File: config.mk
export PLATFORM = sky130hd
export DESIGN_NAME = paddle_ctrl_flat
export DESIGN_NICKNAME = d
export VERILOG_FILES = /design/src/rtl/pong_ctrl_pkg.sv /design/src/rtl/paddle_ctrl_if.sv /design/src/rtl/frame_tick.sv /design/src/rtl/paddle_ctrl.sv /design/src/flat_wrapper.sv
export SDC_FILE = /design/constraint.sdc
export NUM_CORES = 1
export LEC_CHECK = 0
export CAP_MARGIN = 40
export CORE_UTILIZATION = 25
export CTS_CLUSTER_SIZE = 16
export DETAILED_ROUTE_END_ITERATION = 6
export GPL_TIMING_DRIVEN = 0
export PLACE_DENSITY_LB_ADDON = 0.3
export SETUP_SLACK_MARGIN = 0.15
export SLEW_MARGIN = 15
export SYNTH_ARGS = -nofsm -noshare
export SYNTH_HDL_FRONTEND = slang
export SYNTH_SLANG_ARGS = --single-unit
export TNS_END_PERCENT = 20
File: constraint.sdc
create_clock -name clk_sys -period 7.6 [get_ports clk_sys]
set_input_delay 0.76 -clock clk_sys [delete_from_list [all_inputs] [get_ports clk_sys]]
set_output_delay 0.76 -clock clk_sys [all_outputs]
set_load 0.005 [all_outputs]
File: src/rtl/pong_ctrl_pkg.sv
// pong_ctrl_pkg: shared types, constants and helpers for the paddle position conditioner.
package pong_ctrl_pkg;
  typedef enum logic [1:0] {AXIS_Y, AXIS_X, AXIS_XINV, PADDLE} ctrl_mode_t;
  typedef enum logic {OWN_ANALOG, OWN_DIGITAL} owner_t;
  localparam logic [7:0] VPOS_CENTER = 8'h80;
  // Magnitude of a signed axis byte; -128 maps to 128.
  function automatic logic [7:0] abs8(input logic [7:0] a);
    return a[7] ? 8'(-a) : a;
  endfunction
  function automatic logic [7:0] absdiff(input logic [7:0] a, input logic [7:0] b);
    return a >= b ? a - b : b - a;
  endfunction
endpackage

File: src/rtl/paddle_ctrl_if.sv
// paddle_ctrl_if: player input bus into the conditioner and position outputs to the core.
interface paddle_ctrl_if;
  logic        vsync;
  logic [1:0]  mode;
  logic [15:0] analog;
  logic [7:0]  paddle;
  logic        joy_up;
  logic        joy_down;
  logic [7:0]  vpos;
  logic        digital_owner;
  modport master(output vsync, mode, analog, paddle, joy_up, joy_down, input vpos, digital_owner);
  modport slave(input vsync, mode, analog, paddle, joy_up, joy_down, output vpos, digital_owner);
endinterface

File: src/rtl/frame_tick.sv
// frame_tick: synchronises vsync and emits a registered one-cycle pulse per rising edge.
module frame_tick (
  input  logic clk,
  input  logic rst,
  input  logic vsync,
  output logic tick
);
  logic [2:0] r_sync;
  always_ff @(posedge clk or posedge rst)
    if (rst) begin
      r_sync <= '0;
      tick   <= 1'b0;
    end else begin
      r_sync <= {r_sync[1:0], vsync};
      tick   <= r_sync[1] & ~r_sync[2];
    end
endmodule

File: src/rtl/paddle_ctrl.sv
// paddle_ctrl: per-frame paddle position from analog/paddle source or accelerated D-pad.
module paddle_ctrl
  import pong_ctrl_pkg::*;
#(
  parameter int DEADZONE     = 8,
  parameter int STEP_MIN     = 1,
  parameter int STEP_MAX     = 8,
  parameter int ACCEL_FRAMES = 4,
  parameter int SLEW         = 0
) (
  input logic          clk_sys,
  input logic          reset,
  paddle_ctrl_if.slave bus
);
  localparam logic [7:0] DZ   = 8'(DEADZONE);
  localparam logic [7:0] SMIN = 8'(STEP_MIN);
  localparam logic [7:0] SMAX = 8'(STEP_MAX);
  localparam logic [7:0] AF   = 8'(ACCEL_FRAMES);
  localparam logic [7:0] SL   = 8'(SLEW);
  logic       w_tick;
  ctrl_mode_t w_mode;
  owner_t     r_state, w_next;
  logic [7:0] r_vpos, r_pad_ref, r_step, r_hold;
  logic [1:0] r_mode_q;
  logic       r_dn;
  logic [7:0] w_axis, w_target, w_defl, w_step, w_hold, w_dig, w_slewed;
  logic [8:0] w_sum;
  logic       w_single, w_same, w_ret, w_mchg;
  frame_tick u_tick (.clk(clk_sys), .rst(reset), .vsync(bus.vsync), .tick(w_tick));
  always_comb begin
    w_mode   = ctrl_mode_t'(bus.mode);
    w_axis   = w_mode == AXIS_Y ? bus.analog[15:8] : bus.analog[7:0];
    w_target = w_mode == PADDLE ? bus.paddle : w_mode == AXIS_XINV ? w_axis ^ 8'h7F : w_axis + VPOS_CENTER;
    w_defl   = w_mode == PADDLE ? absdiff(bus.paddle, r_pad_ref) : abs8(w_axis);
    w_ret    = w_defl > DZ;
    w_mchg   = bus.mode != r_mode_q;
    w_single = bus.joy_up ^ bus.joy_down;
    // hold_cnt cycles 1..ACCEL_FRAMES while held; 0 means no direction was held last tick
    w_same   = w_single && r_hold != 8'd0 && bus.joy_down == r_dn;
    w_hold   = !w_single ? 8'd0 : (!w_same || r_hold == AF) ? 8'd1 : r_hold + 8'd1;
    w_step   = !w_same ? SMIN : (w_hold == AF && r_step < SMAX) ? r_step + 8'd1 : r_step;
    w_next   = w_single ? OWN_DIGITAL : (r_state == OWN_DIGITAL && w_ret) ? OWN_ANALOG : r_state;
    w_sum    = {1'b0, r_vpos} + {1'b0, w_step};
    w_dig    = !w_single ? r_vpos : bus.joy_down ? (w_sum[8] ? 8'hFF : w_sum[7:0]) :
               (r_vpos > w_step ? r_vpos - w_step : 8'd0);
    w_slewed = SLEW == 0 ? w_target :
               w_target > r_vpos ? (w_target - r_vpos > SL ? r_vpos + SL : w_target) :
               (r_vpos - w_target > SL ? r_vpos - SL : w_target);
  end
  always_ff @(posedge clk_sys or posedge reset)
    if (reset) begin
      r_state   <= OWN_ANALOG;
      r_vpos    <= VPOS_CENTER;
      r_step    <= SMIN;
      r_hold    <= 8'd0;
      r_pad_ref <= 8'd0;
      r_mode_q  <= 2'd0;
      r_dn      <= 1'b0;
    end else if (w_tick) begin
      r_mode_q <= bus.mode;
      r_dn     <= bus.joy_down;
      if (w_mchg) begin
        r_state <= OWN_ANALOG;
        r_vpos  <= w_target;
        r_step  <= SMIN;
        r_hold  <= 8'd0;
      end else begin
        r_state <= w_next;
        r_step  <= w_step;
        r_hold  <= w_hold;
        r_vpos  <= w_next == OWN_DIGITAL ? w_dig : w_slewed;
        if (r_state == OWN_ANALOG && w_next == OWN_DIGITAL) r_pad_ref <= bus.paddle;
      end
    end
  assign bus.vpos          = r_vpos;
  assign bus.digital_owner = r_state == OWN_DIGITAL;
endmodule

File: src/flat_wrapper.sv
// flat-port wrapper written by rule: the top's interface ports become plain ports
module paddle_ctrl_flat import pong_ctrl_pkg::*;
#(
  parameter int DEADZONE     = 8,
  parameter int STEP_MIN     = 1,
  parameter int STEP_MAX     = 8,
  parameter int ACCEL_FRAMES = 4,
  parameter int SLEW         = 0
)
  (clk_sys, reset, bus_vsync, bus_mode, bus_analog, bus_paddle, bus_joy_up, bus_joy_down, bus_vpos, bus_digital_owner);
  paddle_ctrl_if bus_i ();
  input logic clk_sys;
  input logic reset;
  input wire logic [$bits(bus_i.vsync)-1:0] bus_vsync;
  input wire logic [$bits(bus_i.mode)-1:0] bus_mode;
  input wire logic [$bits(bus_i.analog)-1:0] bus_analog;
  input wire logic [$bits(bus_i.paddle)-1:0] bus_paddle;
  input wire logic [$bits(bus_i.joy_up)-1:0] bus_joy_up;
  input wire logic [$bits(bus_i.joy_down)-1:0] bus_joy_down;
  output wire logic [$bits(bus_i.vpos)-1:0] bus_vpos;
  output wire logic [$bits(bus_i.digital_owner)-1:0] bus_digital_owner;
  assign bus_i.vsync = bus_vsync;
  assign bus_i.mode = bus_mode;
  assign bus_i.analog = bus_analog;
  assign bus_i.paddle = bus_paddle;
  assign bus_i.joy_up = bus_joy_up;
  assign bus_i.joy_down = bus_joy_down;
  assign bus_vpos = bus_i.vpos;
  assign bus_digital_owner = bus_i.digital_owner;
  paddle_ctrl #(.DEADZONE(DEADZONE), .STEP_MIN(STEP_MIN), .STEP_MAX(STEP_MAX), .ACCEL_FRAMES(ACCEL_FRAMES), .SLEW(SLEW)) u_core (.clk_sys(clk_sys), .reset(reset), .bus(bus_i));
endmodule
==> impl_metrics.json <==
{
  "critPathKind": "in2reg",
  "vias": 3800,
  "portBuffers": 36,
  "synth_top_flop_cell": "dfrtp_1",
  "p_int_mw": 0.622,
  "start_util_pct": 25.8,
  "cts_root_buf": "clkbuf_16",
  "antenna_found_initial": 0,
  "drive_above_1_share_pct": 7.73,
  "synth_top_area_share_pct": 23.2,
  "hold_class": "reg2reg",
  "ff_latch_area_mm2": 0.00100,
  "slew_headroom_pct": 53.0,
  "cts_made_buffers": 5,
  "synth_nets": 569,
  "cts_hold_buf": 0,
  "yosys.area.top_type": "dfrtp_1",
  "cp-end-kind": "register",
  "syn-cell-area_mm2": 0.00411,
  "synth_edf_count": 0,
  "timing.setup.tns_ns": 0,
  "worstPathArrival_ns": 5.56,
  "insertion_delay_ns": 0.28,
  "ys_seq_area_share_pct": 24.4,
  "cts-htree-levels": 2,
  "min_period_over_period_pct": 71.0,
  "whs_path_depth": 0,
  "rsz0062_at_grt": "no",
  "path_max_fanout": 7,
  "fillCellCount": 1679,
  "slew_viol_final": 0,
  "core.rowCount": 46,
  "grt_max_degree": 36,
  "switching_share_pct": 40.9,
  "area_growth_pct": 19.2,
  "p_seq_share_pct": 26.9,
  "avgViaCountPerCell": 5.01,
  "crit_required_ns": 7.76,
  "hold_violations": 0,
  "leakagePower_nw": 2.15,
  "finalPower_mw": 1.05,
  "slowest_delay_ns": 0.59,
  "r2r_slack_ns": 2.86,
  "yosys-top-cells-area": "dfrtp_1 (23%), ha_1 (11%), nand2_1 (4.8%)",
  "rr_startpoint": "u_core.r_hold[2]",
  "place_ws_ns": 1.94,
  "pin_count": 40,
  "path_common_cell": "a21oi_1",
  "whs_endpoint": "u_core.u_tick.r_sync[1]",
  "overflow": 0,
  "yosysUniqueCellTypes": 71,
  "crit_chain": "clkdlybuf4s50_1 > or3b_1 > a32o_2 > a21o_1 > a2111oi_2 > o2111a_2 > xnor2_1 > nand2_1 > ha_1 > fa_1 > nand2b_1 > a21oi_1 > o21ai_1 > a21oi_1 > o41ai_2 > a311oi_1 > a31oi_1 > nor2_1 > a221o_1",
  "clockBufferDepth": 2,
  "fin_skew_ns": 0.00320,
  "antenna_cells": 0,
  "worst_slack_ns": 2.20,
  "status": "finished clean",
  "remaining_drc_errors": 0,
  "min-delay-start": "u_core.u_tick.r_sync[0]",
  "cts_setup_buffers": 0,
  "clock.fmax_mhz": 185,
  "period_needed_ns": 5.40,
  "switchingPower_mw": 0.430,
  "wl_per_cell_um": 15.0,
  "combPwrFrac_pct": 53.7,
  "coreArea_mm2": 0.0159,
  "ant_nets": 0,
  "final_util_pct": 30.7,
  "clkSinkCount": 40,
  "synth_common_cells": "nand2_1 (53), inv_1 (47), dfrtp_1 (38)",
  "power_density_mw_per_mm2": 215,
  "clkPwrFrac_pct": 19.3,
  "vdd_drop_max_mv": 0.0834,
  "synth_warnings": 0,
  "die_h_um": 130,
  "die_w_um": 130,
  "setup_viol": 0,
  "cp_slowest_cell": "o41ai_2",
  "synth.most_common_cell": "nand2_1",
  "hold_ws_ns": 0.349,
  "finalNetCount": 613,
  "drtPass1Iterations": 5,
  "wirelength_um": 11400,
  "cts.repair.resized": 0,
  "syn_inst": 498,
  "clk_pin_slew_ns": 0.06,
  "grt_usage_pct": 14.1,
  "drt_iter0_markers": 271,
  "worstMarginPinSlew_ns": 0.697,
  "grt_pass1_vias": 3799,
  "reg2regPathDepth": 19,
  "reg2reg_to": "u_core.bus.vpos[2]",
  "dpl.hpwl_um": 9040,
  "drv_cap": 0,
  "grt_pass1_wl_um": 19000,
  "postSynth.asyncResetShare_pct": 100,
  "gp_congestion": 0.889,
  "cts_tree": "yes",
  "fp.dieArea_mm2": 0.0169,
  "syn_avg_cell_area_um2": 8.25,
  "start_kind": "input pin",
  "multi_input_area_mm2": 0.00279,
  "ys_seq_elements": 40
}
## cell families after synthesis
kind of cell | share of synthesized area [%]
compound gates | 24.4
xor+xnor | 4.27
fa+ha+maj | 12.9
buf+inv | 7.53
flops | 24.4
mux | 6.03
simple gates | 20.4
## critical path: cells and delay by family
family          cells  cell delay, ns
simple gates        4            0.69
compound gates     11            2.73
xor+xnor            1            0.13
buf+inv             1            0.57
fa+ha+maj           2            0.68
## flip-flops by register name, summed over array words and instances, names as in the netlist, 2 cells and up
| name | count |
|---|---|
| u_core.bus.vpos | 8 |
| u_core.r_hold | 8 |
| u_core.r_mode_q | 2 |
| u_core.r_pad_ref | 8 |
| u_core.r_step | 8 |
| u_core.u_tick.r_sync | 3 |
## layout make-up
cell class / instances / area share (%)
tap: 216 / 5.52
inverter: 48 / 3.68
timing repair buffer: 37 / 7.77
multi-input combinational: 386 / 57.1
buffer: 24 / 2.63
clock buffer: 7 / 2.71
clock inverter: 1 / 0.102
sequential: 40 / 20.5
## worst max path at each step
| stage | start | to | slack [ns] | cells past startpoint |
|---|---|---|---|---|
| 2_1_floorplan | bus_joy_down | u_core.bus.vpos[2] | 3.00 | 19 |
| 6_report | bus_joy_up | u_core.bus.vpos[2] | 2.20 | 19 |
| 3_3_place_gp | bus_joy_up | u_core.bus.vpos[2] | 2.03 | 19 |
| 3_5_place_dp | bus_joy_up | u_core.bus.vpos[2] | 1.94 | 19 |
| 5_1_grt | bus_joy_up | u_core.bus.vpos[2] | 1.95 | 19 |
| 4_1_cts | bus_joy_up | u_core.bus.vpos[2] | 2.22 | 19 |
## metrics by stage
| stage | cells | area [um2] |
|---|---|---|
| 2_1_floorplan | 498 | 4110 |
| 3_3_place_gp | 750 | 4740 |
| 3_5_place_dp | 751 | 4760 |
| 4_1_cts | 759 | 4890 |
| 5_1_grt | 759 | 4890 |
| 6_report | 759 | 4890 |
## routing by layer
metal  wire length [um]  part of all wire, %  vias to the layer above  track usage, %
met4                128                  1.1                        0            3.97
met2               5420                   48                       80            24.1
li1                   -                    -                     1858               -
met5                  0                    0                        -               0
met1               5430                   48                     1854            18.6
met3                377                  3.3                        8            1.44
## power by group through the flow
stage / clock, mW / sequential, mW / combinational [mW]
6_report: 0.203 / 0.283 / 0.565
5_1_grt: 0.221 / 0.290 / 0.634
4_1_cts: 0.209 / 0.284 / 0.564
3_5_place_dp: 0 / 0.287 / 0.561
3_3_place_gp: 0 / 0.287 / 0.549
2_1_floorplan: 0 / 0.277 / 0.419
## placed cells by master, fill, tap and decap left out, types with 6 or more instances in the layout
master / count
nand2_1: 53
inv_1: 46
dfrtp_1: 38
ha_1: 36
clkdlybuf4s50_1: 36
a21oi_1: 32
nor2_1: 22
o21ai_0: 22
mux2i_1: 18
nor2b_1: 17
clkbuf_1: 13
xnor2_1: 13
nor3_1: 13
a21o_1: 9
nand3_1: 8
and2_1: 8
nand2b_1: 8
o21ai_1: 8
a221o_1: 8
buf_2: 7
nand3b_1: 7
xor2_1: 7
o31ai_1: 7
a211oi_1: 7
nand4_1: 6
Power figures use the tool's default switching activity.
